==> src/rtl/reg_file_mp.sv <==
// Multi-read-port register file with byte-enabled writes, optional hardwired
// zero entry and a sequential clear engine. Define REGFILE_BYPASS_EN for write-to-read forwarding.
module reg_file_mp #(
    parameter int DATA_W   = 32,
    parameter int ADDR_W   = 5,
    parameter int NUM_RD   = 2,
    parameter int ZERO_REG = 1
) (
    input  logic                     clk,
    input  logic                     reset,
    input  logic [NUM_RD*ADDR_W-1:0] rd_addr,
    output logic [NUM_RD*DATA_W-1:0] rd_data,
    input  logic                     wr_en,
    input  logic [ADDR_W-1:0]        wr_addr,
    input  logic [DATA_W-1:0]        wr_data,
    input  logic [DATA_W/8-1:0]      wr_be,
    input  logic                     clr_req,
    output logic                     ready,
    output logic                     clr_busy
);

    localparam int DEPTH  = 1 << ADDR_W;
    localparam int NBYTES = DATA_W / 8;

    localparam logic [0:0] ST_CLEAR = 1'b0;
    localparam logic [0:0] ST_READY = 1'b1;

    logic [0:0]        r_state;
    logic [ADDR_W-1:0] r_clr_ptr;
    logic [DATA_W-1:0] r_mem [DEPTH];

    logic              w_ready;
    logic              w_clr_last;
    logic              w_wr_accept;
    logic [DATA_W-1:0] w_wr_old;
    logic [DATA_W-1:0] w_wr_merged;

    assign w_ready     = (r_state == ST_READY);
    assign w_clr_last  = (r_clr_ptr == ADDR_W'(DEPTH - 1));
    assign w_wr_accept = w_ready && wr_en && !((ZERO_REG != 0) && (wr_addr == '0));
    assign w_wr_old    = r_mem[wr_addr];

    assign ready    = w_ready;
    assign clr_busy = !w_ready;

    always_comb begin
        w_wr_merged = w_wr_old;
        for (int k = 0; k < NBYTES; k++) begin
            if (wr_be[k]) begin
                w_wr_merged[8*k +: 8] = wr_data[8*k +: 8];
            end
        end
    end

    // Clear walks every entry once; a clear request while already clearing is ignored.
    always_ff @(posedge clk or posedge reset) begin
        if (reset) begin
            r_state   <= ST_CLEAR;
            r_clr_ptr <= '0;
        end else if (r_state == ST_CLEAR) begin
            r_clr_ptr <= r_clr_ptr + ADDR_W'(1);
            if (w_clr_last) begin
                r_state <= ST_READY;
            end
        end else if (clr_req) begin
            r_state   <= ST_CLEAR;
            r_clr_ptr <= '0;
        end
    end

    always_ff @(posedge clk) begin
        if (!w_ready) begin
            r_mem[r_clr_ptr] <= '0;
        end else if (w_wr_accept) begin
            r_mem[wr_addr] <= w_wr_merged;
        end
    end

    for (genvar g = 0; g < NUM_RD; g++) begin : g_rd
        logic [ADDR_W-1:0] w_addr;
        logic [DATA_W-1:0] w_data;

        assign w_addr = rd_addr[g*ADDR_W +: ADDR_W];

        // Zero masking and the clearing state override any forwarded value.
        always_comb begin
            w_data = r_mem[w_addr];
`ifdef REGFILE_BYPASS_EN
            if (w_ready && wr_en && (w_addr == wr_addr)) begin
                w_data = w_wr_merged;
            end
`endif
            if (!w_ready || ((ZERO_REG != 0) && (w_addr == '0))) begin
                w_data = '0;
            end
        end

        assign rd_data[g*DATA_W +: DATA_W] = w_data;
    end

endmodule
==> config.mk <==
export PLATFORM = sky130hd
export DESIGN_NAME = reg_file_mp
export DESIGN_NICKNAME = d
export VERILOG_FILES = /design/src/rtl/reg_file_mp.sv
export SDC_FILE = /design/constraint.sdc
export NUM_CORES = 1
export LEC_CHECK = 0
export ABC_CLOCK_PERIOD_IN_PS = 6750
export CORE_ASPECT_RATIO = 1.1
export CORE_MARGIN = 1
export CORE_UTILIZATION = 48
export CTS_BUF_LIST = sky130_fd_sc_hd__clkbuf_8
export DETAILED_ROUTE_END_ITERATION = 10
export GPL_TIMING_DRIVEN = 0
export SYNTH_ARGS = -nofsm -noshare
export SYNTH_HDL_FRONTEND = slang
export SYNTH_SLANG_ARGS = --single-unit
==> constraint.sdc <==
create_clock -name clk -period 6.75 [get_ports clk]
set_clock_uncertainty 0.15 [all_clocks]
set_input_delay 1.35 -clock clk [delete_from_list [all_inputs] [get_ports clk]]
set_output_delay 1.35 -clock clk [all_outputs]
set_load 0.02 [all_outputs]
==> results_dict.tcl <==
set metrics [dict create \
    yosysTopAreaCell "edfxtp_1" \
    cap_violations 9 \
    cts_tree "built" \
    cts_buffer_depth 3 \
    die_h_um 338 \
    cts_sinks 1030 \
    yosysUniqueCellTypes 58 \
    post_dp_cell_area_sq_um 52400 \
    synth_top_flop_cell "edfxtp_1" \
    wl_per_cell_um 42.2 \
    status "finished with violations" \
    rrSetupSlack_ps 2350 \
    timing.final.crit_share_pct 102 \
    ys.warnings.count 0 \
    synthArstFlopShare_pct 0.583 \
    vias_per_cell 7.17 \
    die_area_sq_um 104000 \
    p_leak_nw 19.5 \
    instances_no_fill 4907 \
    io_buffer_count 114 \
    via_count 35200 \
    ys_seq_area_share_pct 62.6 \
    postRouteAntennaNets 0 \
    path_clk_slew_ps 60 \
    finalHoldViolCount 0 \
    start_kind "input pin" \
    synthTopCellsByCount "1,024 x edfxtp_1, 550 x mux2i_1, 328 x a22oi_1" \
    setup_viol 36 \
    numCtsBuffers 167 \
    multi_input_area_sq_um 17400 \
    finalWorstSetupSlack_ps -143 \
    worst_pin_slew_ps 1620 \
    vdd_ir_drop_max_v 0.000238 \
    post-synth-top-count-cell "edfxtp_1" \
    grt_max_degree 33 \
    grt_antenna_before_repair 7 \
    ff_latch_area_sq_um 30900 \
    ys_seq_elements 1030 \
    criticalPathCategory "input pin to primary output" \
    place_inst 4590 \
    clockRootBuffer "clkbuf_8" \
    violations "max-capacitance violations, max-slew violations, negative setup slack" \
    hpwl_um 144000 \
    placementRows 123 \
    final.fill_count 8309 \
    syn-mean-instance-area_sq_um 16.0 \
    fin_setup_tns_ps -2070 \
    fp.dieW_um 308 \
    cp_max_fo 10 \
    grt_pass1_vias 34200 \
    hold_class "flip-flop to flip-flop" \
    initial_core_util_pct 48.4 \
    syn_inst 3088 \
    fmax_mhz 145 \
    grt_pass1_wl_um 276000 \
    area_growth_pct 12.7 \
    p_per_area_nw_per_um2 294 \
    drc 0 \
    wl_um 207000 \
    drive_gt1_share_pct 18.6 \
    drtPass1Iterations 8 \
    grt_overflow_total 0 \
    fin_util_pct 54.5 \
    post-route-min-period_ps 6890 \
    synth.area.top_cells "edfxtp_1 62%, mux4_2 11%, mux2i_1 11%" \
    dr.first_iter.drc_count 5541 \
    ios 121 \
    cp_data_arrival_time_ps 5390 \
    coreArea_sq_um 102000 \
    fin_area_sq_um 55600 \
    maxSlewHeadroom_pct -7.74 \
    dp_slack_ps -815 \
    grt.total_usage_pct 39.6 \
    end_kind "primary output" \
    syn-cell-area_sq_um 49400 \
    synth_edf_count 1024 \
    worstPathRequired_ps 5250 \
    total_power_mw 16.4 \
    synth_top_area_share_pct 62.3 \
    drv_slew 42 \
    synth_fp_nets 3145 \
    postCtsSetupBuffers 0 \
    htreeDepth 4 \
    clk_latency_ps 880 \
    place_congestion 1.01 \
    hold_ws_ps 462 \
    nNetsFinal 3443 \
]
-- what timing repair did --
item,in CTS,in global routing
hold buffers,0,0
resized for setup,11,18
setup endpoints to repair,61,20
hold endpoints to repair,0,0
-- where the power goes --
part	switching [mW]	leakage, nW	total (mW)	internal, mW
Clock	2.63	1.77	5.19	2.56
Sequential	0.263	9.76	8.05	7.79
Combinational	2.22	7.99	3.11	0.895
-- cells by family (layout without fill, tap and decap cells) --
kind of cell | Yosys count | count (layout) | share of synthesized area (%)
compound gates | 446 | 446 | 6.73
fa+ha+maj | 2 | 2 | 0.0507
buf+inv | 269 | 701 | 2.42
flops | 1030 | 1030 | 62.6
mux | 805 | 805 | 22.7
other cells | 0 | 12 | 0
simple gates | 536 | 536 | 5.48
-- state kept, by name, indices dropped and copies added (netlist names) --
name       cells
r_clr_ptr      5
r_mem       1024
ready          1
-- worst max-delay path, stage by stage --
cell	delay [ps]
clkdlybuf4s50_1	790
nor4bb_1	410
clkbuf_1	400
clkbuf_1	1010
a22o_1	440
a31oi_1	140
nand4_1	220
clkdlybuf4s50_1	640
-- worst paths after layout --
kind                         startpoint            end  depth (start not counted)
min reg2reg                r_clr_ptr[1]   r_clr_ptr[1]                          2
max in group asynchronous         reset   r_clr_ptr[4]                          2
min                        r_clr_ptr[1]   r_clr_ptr[1]                          2
max                          rd_addr[8]    rd_data[59]                          8
min in group asynchronous         reset   r_clr_ptr[3]                          2
max reg2reg                       ready  r_mem[23][18]                          6
-- layout make-up --
cell class              count  share of cell area (%)
well taps                1375                    3.09
inverters                   6                  0.0405
clock buffers             176                    4.35
clock inverters           127                    1.17
multi-input cells        1789                    31.3
plain buffers             262                    2.20
repair buffers            130                    2.29
diodes                     12                  0.0540
flip-flops and latches   1030                    55.5
-- placed cells by master, fill, tap and decap left out, types with 6 or more instances in the layout --
cell	Yosys	routed
edfxtp_1	1024	1024
mux2i_1	550	547
a22oi_1	328	328
mux4_2	252	252
clkbuf_8	0	176
nand3_1	149	149
nor2_1	148	143
clkbuf_1	134	114
clkdlybuf4s50_1	0	114
buf_2	100	101
nand4_1	69	69
inv_1	5	58
nand2_1	49	49
and2_1	39	39
clkinv_1	0	39
a31oi_1	36	36
a22o_1	26	26
clkinv_2	0	22
buf_4	6	20
clkbuf_2	1	16
buf_1	17	15
nor2b_1	14	14
a21oi_1	22	14
nor3_1	14	14
diode_2	0	12
a21oi_2	3	11
nand2b_1	10	10
or3_1	10	10
and3_1	9	9
o31ai_2	0	8
dfrtp_1	6	6
-- metal layers --
| metal | wire (um) | vias to the layer above | share of wire [%] | track usage [%] |
|---|---|---|---|---|
| met5 | 191 | - | 0.092 | 0 |
| met4 | 16500 | 8 | 7.9 | 27.1 |
| met3 | 25700 | 774 | 12 | 11.9 |
| met2 | 90500 | 2923 | 44 | 57.5 |
| met1 | 74300 | 18100 | 36 | 50.9 |
| li1 | - | 13400 | - | - |
Note: power is estimated with default switching activity, not from simulation.
